**src/rtl/video_timing_generator.sv**
```systemverilog
// Raster timing generator: display and fetch position counters, registered
// hsync/vsync, blanking, line/frame strobes and a completed-frame counter.
// All state advances only on pixel ticks (i_ce = 1).
module video_timing_generator #(
    parameter int H_VISIBLE       = 640,
    parameter int H_RIGHT_BORDER  = 8,
    parameter int H_FRONT_PORCH   = 8,
    parameter int H_SYNC_TIME     = 96,
    parameter int H_BACK_PORCH    = 40,
    parameter int H_LEFT_BORDER   = 8,
    parameter int V_VISIBLE       = 480,
    parameter int V_BOTTOM_BORDER = 8,
    parameter int V_FRONT_PORCH   = 2,
    parameter int V_SYNC_TIME     = 2,
    parameter int V_BACK_PORCH    = 25,
    parameter int V_TOP_BORDER    = 8,
    parameter int H_SYNC_POL      = 0,
    parameter int V_SYNC_POL      = 0,
    parameter int COUNT_W         = 10,
    parameter int FRAME_W         = 8,
    parameter int FETCH_LEAD      = 2
) (
    input  logic               i_clk,
    input  logic               i_rst,
    input  logic               i_ce,
    output logic               o_hsync,
    output logic               o_vsync,
    output logic               o_hblank,
    output logic               o_vblank,
    output logic               o_visible,
    output logic [COUNT_W-1:0] o_hpos,
    output logic [COUNT_W-1:0] o_vpos,
    output logic               o_line_start,
    output logic               o_frame_start,
    output logic [FRAME_W-1:0] o_frame_count,
    output logic [COUNT_W-1:0] o_fetch_hpos,
    output logic [COUNT_W-1:0] o_fetch_vpos,
    output logic               o_fetch_visible
);

    localparam int H_SYNC_START = H_VISIBLE + H_RIGHT_BORDER + H_FRONT_PORCH;
    localparam int H_SYNC_END   = H_SYNC_START + H_SYNC_TIME;
    localparam int H_TOTAL      = H_SYNC_END + H_BACK_PORCH + H_LEFT_BORDER;
    localparam int V_SYNC_START = V_VISIBLE + V_BOTTOM_BORDER + V_FRONT_PORCH;
    localparam int V_SYNC_END   = V_SYNC_START + V_SYNC_TIME;
    localparam int V_TOTAL      = V_SYNC_END + V_BACK_PORCH + V_TOP_BORDER;

    localparam logic [COUNT_W-1:0] H_LAST     = COUNT_W'(H_TOTAL - 1);
    localparam logic [COUNT_W-1:0] V_LAST     = COUNT_W'(V_TOTAL - 1);
    localparam logic [COUNT_W-1:0] ONE        = COUNT_W'(1);
    localparam logic [COUNT_W-1:0] FETCH_INIT = COUNT_W'(FETCH_LEAD);
    localparam logic               H_ACTIVE   = (H_SYNC_POL != 0) ? 1'b1 : 1'b0;
    localparam logic               V_ACTIVE   = (V_SYNC_POL != 0) ? 1'b1 : 1'b0;

    if (H_TOTAL > (1 << COUNT_W)) begin : g_bad_h_total
        $error("H_TOTAL does not fit in COUNT_W bits");
    end
    if (V_TOTAL > (1 << COUNT_W)) begin : g_bad_v_total
        $error("V_TOTAL does not fit in COUNT_W bits");
    end
    if (FETCH_LEAD >= H_TOTAL || FETCH_LEAD < 0) begin : g_bad_fetch_lead
        $error("FETCH_LEAD must be in 0..H_TOTAL-1");
    end

    logic [COUNT_W-1:0] hpos_r, vpos_r, hpos_nxt_s, vpos_nxt_s;
    logic [COUNT_W-1:0] fetch_hpos_r, fetch_vpos_r, fetch_hpos_nxt_s, fetch_vpos_nxt_s;
    logic [FRAME_W-1:0] frame_count_r;
    logic               frame_wrap_s;
    logic               hsync_r, vsync_r, hsync_nxt_s, vsync_nxt_s;

    // Next display position, with line and frame wrap
    always_comb begin
        hpos_nxt_s   = hpos_r + ONE;
        vpos_nxt_s   = vpos_r;
        frame_wrap_s = 1'b0;
        if (hpos_r == H_LAST) begin
            hpos_nxt_s = '0;
            if (vpos_r == V_LAST) begin
                vpos_nxt_s   = '0;
                frame_wrap_s = 1'b1;
            end else begin
                vpos_nxt_s = vpos_r + ONE;
            end
        end else begin
            hpos_nxt_s = hpos_r + ONE;
        end
    end

    // Next fetch position, same wrap rules as the display counter
    always_comb begin
        fetch_hpos_nxt_s = fetch_hpos_r + ONE;
        fetch_vpos_nxt_s = fetch_vpos_r;
        if (fetch_hpos_r == H_LAST) begin
            fetch_hpos_nxt_s = '0;
            if (fetch_vpos_r == V_LAST) begin
                fetch_vpos_nxt_s = '0;
            end else begin
                fetch_vpos_nxt_s = fetch_vpos_r + ONE;
            end
        end else begin
            fetch_hpos_nxt_s = fetch_hpos_r + ONE;
        end
    end

    // Sync levels derived from the next display position so the registered
    // syncs line up with the registered position
    always_comb begin
        hsync_nxt_s = ~H_ACTIVE;
        vsync_nxt_s = ~V_ACTIVE;
        if ((int'(hpos_nxt_s) >= H_SYNC_START) && (int'(hpos_nxt_s) < H_SYNC_END)) begin
            hsync_nxt_s = H_ACTIVE;
        end else begin
            hsync_nxt_s = ~H_ACTIVE;
        end
        if ((int'(vpos_nxt_s) >= V_SYNC_START) && (int'(vpos_nxt_s) < V_SYNC_END)) begin
            vsync_nxt_s = V_ACTIVE;
        end else begin
            vsync_nxt_s = ~V_ACTIVE;
        end
    end

    // Display position register
    always_ff @(posedge i_clk) begin
        if (i_rst) begin
            hpos_r <= '0;
            vpos_r <= '0;
        end else if (i_ce) begin
            hpos_r <= hpos_nxt_s;
            vpos_r <= vpos_nxt_s;
        end
    end

    // Fetch position register, starts FETCH_LEAD ticks into the frame
    always_ff @(posedge i_clk) begin
        if (i_rst) begin
            fetch_hpos_r <= FETCH_INIT;
            fetch_vpos_r <= '0;
        end else if (i_ce) begin
            fetch_hpos_r <= fetch_hpos_nxt_s;
            fetch_vpos_r <= fetch_vpos_nxt_s;
        end
    end

    // Sync registers; reset drops any pulse in progress immediately
    always_ff @(posedge i_clk) begin
        if (i_rst) begin
            hsync_r <= ~H_ACTIVE;
            vsync_r <= ~V_ACTIVE;
        end else if (i_ce) begin
            hsync_r <= hsync_nxt_s;
            vsync_r <= vsync_nxt_s;
        end
    end

    // Completed-frame counter, wraps modulo 2^FRAME_W
    always_ff @(posedge i_clk) begin
        if (i_rst) begin
            frame_count_r <= '0;
        end else if (i_ce && frame_wrap_s) begin
            frame_count_r <= frame_count_r + FRAME_W'(1);
        end
    end

    assign o_hpos          = hpos_r;
    assign o_vpos          = vpos_r;
    assign o_fetch_hpos    = fetch_hpos_r;
    assign o_fetch_vpos    = fetch_vpos_r;
    assign o_frame_count   = frame_count_r;
    assign o_hsync         = hsync_r;
    assign o_vsync         = vsync_r;
    assign o_hblank        = (int'(hpos_r) >= H_VISIBLE);
    assign o_vblank        = (int'(vpos_r) >= V_VISIBLE);
    assign o_visible       = ~o_hblank & ~o_vblank;
    assign o_line_start    = i_ce & (hpos_r == '0);
    assign o_frame_start   = i_ce & (hpos_r == '0) & (vpos_r == '0);
    assign o_fetch_visible = (int'(fetch_hpos_r) < H_VISIBLE) & (int'(fetch_vpos_r) < V_VISIBLE);

endmodule
```
**config.mk**
```make
export PLATFORM = sky130hd
export DESIGN_NAME = video_timing_generator
export DESIGN_NICKNAME = d
export VERILOG_FILES = /design/src/rtl/video_timing_generator.sv
export SDC_FILE = /design/constraint.sdc
export NUM_CORES = 1
export LEC_CHECK = 0
export ABC_CLOCK_PERIOD_IN_PS = 2020
export BUFFER_PORTS_ARGS = -buffer_cell sky130_fd_sc_hd__clkbuf_2
export CAP_MARGIN = 5
export CORE_MARGIN = 2
export CORE_UTILIZATION = 44
export CTS_CLUSTER_DIAMETER = 80
export DETAILED_ROUTE_END_ITERATION = 6
export PLACE_DENSITY = 0.73
export SLEW_MARGIN = 20
export SYNTH_ARGS = -nofsm -noshare
export SYNTH_HDL_FRONTEND = slang
export SYNTH_SLANG_ARGS = --single-unit
```
**constraint.sdc**
```tcl
create_clock -name i_clk -period 2.02 [get_ports i_clk]
set_input_delay 0.404 -clock i_clk [delete_from_list [all_inputs] [get_ports i_clk]]
set_output_delay 0.404 -clock i_clk [all_outputs]
set_load 0.005 [all_outputs]
```
==> summary.md, run 1 <==
| Metric | Value |
|---|---|
| Outcome | finished with violations |
| Failing checks | negative setup slack |
| Core Area | 6240 sq um |
| Critical Path Start Type | flop |
| Share of cells above drive strength 1 | 26.3% |
| Hold_buf cts | 0 |
| Period utilization | 101% |
| Die Span X | roughly 84 um |
| Hold slack | just under 0.5 ns |
| CP startpoint | o_hpos[8] |
| Clk_lat worst skew | 0.32 ns |
| WL final | 7.08 mm |
| Synth async-reset ratio | 0% |
| CTS tree | yes |
| Initial Util | around 45% |
| Max stage delay on crit path | ~0.36 ns |
| Setup ws final | -0.0165 ns |
| Final setup fails | 1 |
| Sequential share of the synthesized area | 35.7% |
| Final nets | around 440 |
| Crit path max fanout | 3 |
| Row cnt | 29 |
| Synth top cells by count | dfxtp_1, nor2_1, nand2_1, a21oi_1, nand4_1 |
| GPL Wtd Cong | 0.951 |
| Main combinational cell family by area after synthesis | simple AND/OR/NAND/NOR gates |
| Min Tclk post-route | roughly 2 ns |
| PwrDens | between 500 and 600 nW/um^2 |
| Crit. End Element | output port |
| Antenna violations before repair | 0 |
| Hold/Removal Path Class | input pin to flop |
| Adder-Cell Fraction of Synth Area | between 3 and 4% |
| Drt pass-1 iters | 4 |
| Crit path DAT | 1.63 ns |
| Vias in the first global route | 2557 |
| Worst r2r src | o_hpos[0] |
| First-pass GRT wire length | 11.6 mm |
| Place WS | 0.101 ns |
| Peak supply drop | 0.317 mV |
| Compound-Gate Fraction of Synth Area | 11.4% |
| Setup_tns | -0.0165 ns |
| Synthesized Nets | 358 |
| Via count | 2807 |
| Clk slew on worst S/H paths | ~0.10 ns |
| Hpwl dp | 5.10 mm |
| Final hold violations | 0 |
| Post-route ant nets | 0 |
| Post-synth EDFFs | 0 |
| Post-Syn Instances | between 300 and 400 |
| Worst reg2reg path depth | 6 |
| Residual DRC | 0 |
| Post-synth top area share | a little over a third |
| TritonCTS Sinks | 50 |
| Antenna diode count | 0 |
| Die area | between 7000 and 8000 sq um |
| RSZ-0062 raised after global routing | yes |
| IO Port Bufs | 58 |
| Hold path start | i_ce |
| Worst-Margin Slew | a little over 0.4 ns |
| R2r endpoint | o_vsync |
| Initial DRC count | between 200 and 250 |
| Clk root buf | clkbuf_8 |
| GRT Util Overall | roughly a fifth |
| Hold Crit Depth | 3 |
| Fmax | 0.491 GHz |
| Area contributors post-synth | dfxtp_1, nor2_1, nand4_1 |
| Xor-xnor portion of the synthesized cell area | 8.75% |
| Max cap viols | 0 |
| Slowest cell on crit path | dfxtp_4 |
| Post-synth top area cell | dfxtp_1 |
| Die Ht | 83.8 um |
| Leak | 0.00138 uW |
| Ys Warns | 0 |
| R2R Setup Slk | about 0.12 ns |
| Critical path class | flop to output port |
| TritonCTS Buffers | 5 |
| Number of H-tree levels | 2 |
| Simple-gate share of the synthesized area | 34.5% |
| Clk buf depth | 2 |
| Final Power | 1860 uW |
| Syn_area_per_cell | 8.08 sq um |
| Most common cell in the netlist | dfxtp_1 |
| Mux contribution to synthesized area | 1.47% |
| Ports | 59 |
| Slew Limit Headroom | 72.8% |
| Critical path cell sequence | or2_4 > nor3_4 > and4_4 > and3_1 > clkbuf_2 |
| Cell area after synthesis | about 2800 sq um |
| CP Data Required Time | approximately 1.6 ns |
| FF+latch count, synth | 50 |
| Pins Over Slew Limit | 0 |
| Vias per cell | 5.58 |
| Post-synth cell types | 50 |
| Synth Flop Type | dfxtp_1 |
| Routed len/inst | 14.1 um |
| Largest net degree at the start of global routing | 37 |
| Layout area overhead | 24.3% |
| Skew final | between 0.01 and 0.015 ns |
| Gr ovfl total | 0 |
| Hold Crit Endpoint | o_hpos[8] |
flip-flops by register name (all words and copies together), names as in the netlist:
name	count
o_vsync	1
o_fetch_vpos	10
o_fetch_hpos	10
o_hsync	1
o_vpos	10
o_frame_count	8
o_hpos	10
worst max-delay path, delay by kind of cell, from the launching register on:
family	cells	cell delay, ns
AND/OR/NAND/NOR	4	0.85
flip-flops	1	0.36
buffers and inverters	1	0.11
how the worst max path moves through the flow:
stage	to	slack [ns]
floorplan	o_vsync	0.05
global placement	o_frame_count[6]	0.17
detailed placement	o_vsync	0.10
CTS	o_frame_start	0.003
global route	o_frame_start	-0.05
finish	o_frame_start	-0.02
per-layer routing:
metal	track usage [%]	routed length [um]	vias to the layer above
li1	-	-	1398
met3	3.46	337	9
met4	6.74	95	0
met1	25.8	3230	1318
met5	0	0	-
met2	32.8	3420	82
report_power, final:
part	switching [uW]	internal [uW]
Clock	382	378
Combinational	60.9	43.7
Sequential	6.48	991
Total	450	1410
what timing repair did:
action	in CTS	in global routing
buffers inserted	1	3
resized for setup	5	5
pin swaps	1	4
endpoints found under the setup margin	1	6
cell families after synthesis:
family / after synthesis
and+or+nand+nor: 175
adders and majority gates: 8
xor gates and xnor gates: 28
DFF: 50
muxes: 4
AOI/OAI and AO/OA: 54
buffers and inverters: 28
cell usage in the layout, fill, tap and decap left out, drive strengths merged, types with 2 or more instances in the layout:
| cell type | netlist | routed |
|---|---|---|
| nand2b | 3 | 3 |
| nor2 | 47 | 47 |
| xnor2 | 13 | 13 |
| nand4b | 3 | 3 |
| dfxtp | 50 | 50 |
| a21o | 2 | 2 |
| clkbuf | 6 | 63 |
| a22oi | 2 | 2 |
| nand4 | 22 | 22 |
| nand3 | 10 | 10 |
| buf | 12 | 31 |
| and4 | 5 | 5 |
| or2 | 2 | 2 |
| xor2 | 15 | 15 |
| o31ai | 3 | 3 |
| or3 | 7 | 7 |
| nor3 | 16 | 16 |
| mux2i | 3 | 3 |
| a221oi | 2 | 2 |
| nor2b | 2 | 2 |
| nor4 | 6 | 6 |
| a31oi | 2 | 2 |
| o21bai | 2 | 2 |
| and3b | 2 | 2 |
| a21oi | 21 | 21 |
| inv | 10 | 11 |
| nand3b | 5 | 5 |
| a211o | 2 | 2 |
| and3 | 11 | 11 |
| and2 | 2 | 2 |
| o21ai | 17 | 17 |
| nand2 | 26 | 26 |
| ha | 8 | 8 |
layout make-up:
cell class / count / area (sq um)
well taps: 77 / 96.3
clock inverters: 3 / 48.8
clock buffers: 5 / 68.8
multi-input cells: 269 / 1700
inverters: 10 / 37.5
repair buffers: 89 / 523
fillers: 593 / 2760
flip-flops and latches: 50 / 1010
metrics by stage:
stage	util [%]	instances	instance area, sq um
finish	55.8	503	3480
global route	55.8	503	3480
CTS	55.2	500	3440
detailed placement	52.9	491	3300
global placement	52.9	491	3300
floorplan	-	347	2800
Power figures use the tool's default switching activity.
==> inputs of run 2 (changes only) <==
--- a/config.mk
+++ b/config.mk
@@ -13,6 +13,7 @@
 export CTS_CLUSTER_DIAMETER = 80
 export DETAILED_ROUTE_END_ITERATION = 6
 export PLACE_DENSITY = 0.73
+export SETUP_SLACK_MARGIN = 0.1
 export SLEW_MARGIN = 20
 export SYNTH_ARGS = -nofsm -noshare
 export SYNTH_HDL_FRONTEND = slang
==> summary.md, run 2 (synthesized netlist as in run 1, its figures left out) <==
| Metric | Value |
|---|---|
| Outcome | completed (was finished with violations) |
| CP Data Required Time | 1.62 ns (about the same) |
| Initial Util | 44.9% (unchanged) |
| Slowest cell on crit path | dfxtp_4 (unchanged) |
| GPL Wtd Cong | 0.853 (was 0.951) |
| Largest net degree at the start of global routing | 32 (was 37) |
| Max stage delay on crit path | 0.36 ns (about the same) |
| CTS tree | yes (unchanged) |
| Die Span X | 83.8 um (unchanged) |
| Hpwl dp | 5.03 mm (was 5.10 mm) |
| Clk buf depth | 2 (unchanged) |
| Share of cells above drive strength 1 | 30.1% (was 26.3%) |
| Clk slew on worst S/H paths | 0.10 ns (about the same) |
| PwrDens | 517 nW/um^2 (was 535 nW/um^2) |
| Slew Limit Headroom | 74.6% (was 72.8%) |
| Top Family by Delay on Critical Path | simple AND/OR/NAND/NOR gates (unchanged) |
| Row cnt | 29 (unchanged) |
| Initial DRC count | 175 (was 206) |
| Hold_buf cts | 0 (unchanged) |
| Vias per cell | 5.59 (was 5.58) |
| TritonCTS Buffers | 5 (unchanged) |
| Crit. End Element | output port (unchanged) |
| First-pass GRT wire length | 11.9 mm (was 11.6 mm) |
| Fmax | 0.512 GHz (was 0.491 GHz) |
| Clk_lat worst skew | 0.31 ns (was 0.32 ns) |
| Hold/Removal Path Class | input pin to flop (unchanged) |
| Antenna violations before repair | 0 (unchanged) |
| Buf/Inv on CP | 1 (unchanged) |
| Pins Over Slew Limit | 0 (unchanged) |
| TritonCTS Sinks | 50 (unchanged) |
| Ports | 59 (unchanged) |
| Critical Path Start Type | flop (unchanged) |
| Critical path class | flop to output port (unchanged) |
| Residual DRC | 0 (unchanged) |
| Drt pass-1 iters | 4 (unchanged) |
| Max cap viols | 0 (unchanged) |
| Critical path cell sequence | or2_4 > nor3_2 > and4_4 > and3_4 > clkbuf_2 (was or2_4 > nor3_4 > and4_4 > and3_1 > clkbuf_2) |
| Number of H-tree levels | 2 (unchanged) |
| WL final | 7.21 mm (was 7.08 mm) |
| Via count | 2823 (was 2807) |
| Peak supply drop | 0.352 mV (was 0.317 mV) |
| Gr ovfl total | 0 (unchanged) |
| Clk root buf | clkbuf_8 (unchanged) |
| Most frequent cells in the layout | clkbuf_2, nor2_1, dfxtp_1 (was clkbuf_2, dfxtp_1, nor2_1) |
| Antenna diode count | 0 (unchanged) |
| Layout area overhead | 27.3% (was 24.3%) |
| Setup_tns | 0 ns (was -0.0165 ns) |
| IO Port Bufs | 58 (unchanged) |
| Post-route ant nets | 0 (unchanged) |
| Crit path max fanout | 2 (was 3) |
| Filler cell count | 593 (unchanged) |
| Final hold violations | 0 (unchanged) |
| Skew final | 0.00945 ns (was 0.0117 ns) |
| Min Tclk post-route | 1.95 ns (was 2.04 ns) |
| Vias in the first global route | 2574 (was 2557) |
| GRT Util Overall | 20.1% (was 19.7%) |
| Final setup fails | 0 (was 1) |
| Crit path DAT | 1.55 ns (was 1.63 ns) |
| Most common cell after layout, fill and taps aside | clkbuf_2 (unchanged) |
| Final nets | 438 (was 436) |
| RSZ-0062 raised after global routing | yes (unchanged) |
| Core Area | 6240 sq um (unchanged) |
| Hold slack | 0.366 ns (was 0.495 ns) |
| Die Ht | 83.8 um (unchanged) |
| Period utilization | 96.7% (was 101%) |
| Worst-Margin Slew | 0.378 ns (was 0.408 ns) |
| Leak | 0.00138 uW (about the same) |
| Die area | 7030 sq um (unchanged) |
| Routed len/inst | 14.3 um (was 14.1 um) |
run 2: final cells by class:
| cell class | count | area [sq um] | area share (%) |
|---|---|---|---|
| multi-input combinational | 269 | 1750 | 49.0 |
| sequential | 50 | 1020 | 28.6 |
| timing repair buffer | 91 | 549 | 15.4 |
| tap | 77 | 96.3 | 2.70 |
| clock buffer | 5 | 68.8 | 1.93 |
| clock inverter | 3 | 47.5 | 1.33 |
| inverter | 10 | 37.5 | 1.05 |
run 2: worst paths after layout:
check                       start               to  slack [ns]  depth (start not counted)
setup / recovery        o_hpos[8]    o_frame_start        0.07                          5
hold / removal              i_rst  o_fetch_hpos[4]        0.37                          2
setup reg to reg        o_hpos[7]          o_vsync        0.18                          6
hold reg to reg   o_fetch_hpos[9]  o_fetch_hpos[9]        0.52                          2
run 2: where the power goes:
part	switching [uW]	leakage, uW	internal, uW
Sequential	7.34	0.000408	989
Combinational	61.0	0.000917	45.2
Clock	366	0.0000587	376
run 2: repair_timing:
item | 4_1_cts | 5_1_grt
pin swaps | 4 | 9
gates cloned | 0 | 0
resized for setup | 16 | 14
setup endpoints to repair | 4 | 12
setup buffers | 4 | 3
run 2: routing by layer:
layer / global-route usage (%) / share of wire [%] / routed length, um / vias to the layer above
li1: - / - / - / 1407
met2: 32.6 / 48 / 3490 / 93
met4: 4.69 / 1.5 / 106 / 0
met3: 4.06 / 5.7 / 408 / 14
met5: 0 / 0 / 0 / -
met1: 27.5 / 44 / 3200 / 1309
run 2: stage by stage:
step           util, %  setup slack (ns)  instance area [sq um]  total power [uW]  cells
2_1_floorplan        -             0.137                   2810              1080    347
4_1_cts           56.1            0.0554                   3500              1860    502
3_5_place_dp      52.9            0.0980                   3300              1120    490
6_report          57.2            0.0657                   3570              1840    505
5_1_grt           57.2            0.0140                   3570              1920    505
3_3_place_gp      52.9             0.144                   3300              1120    490
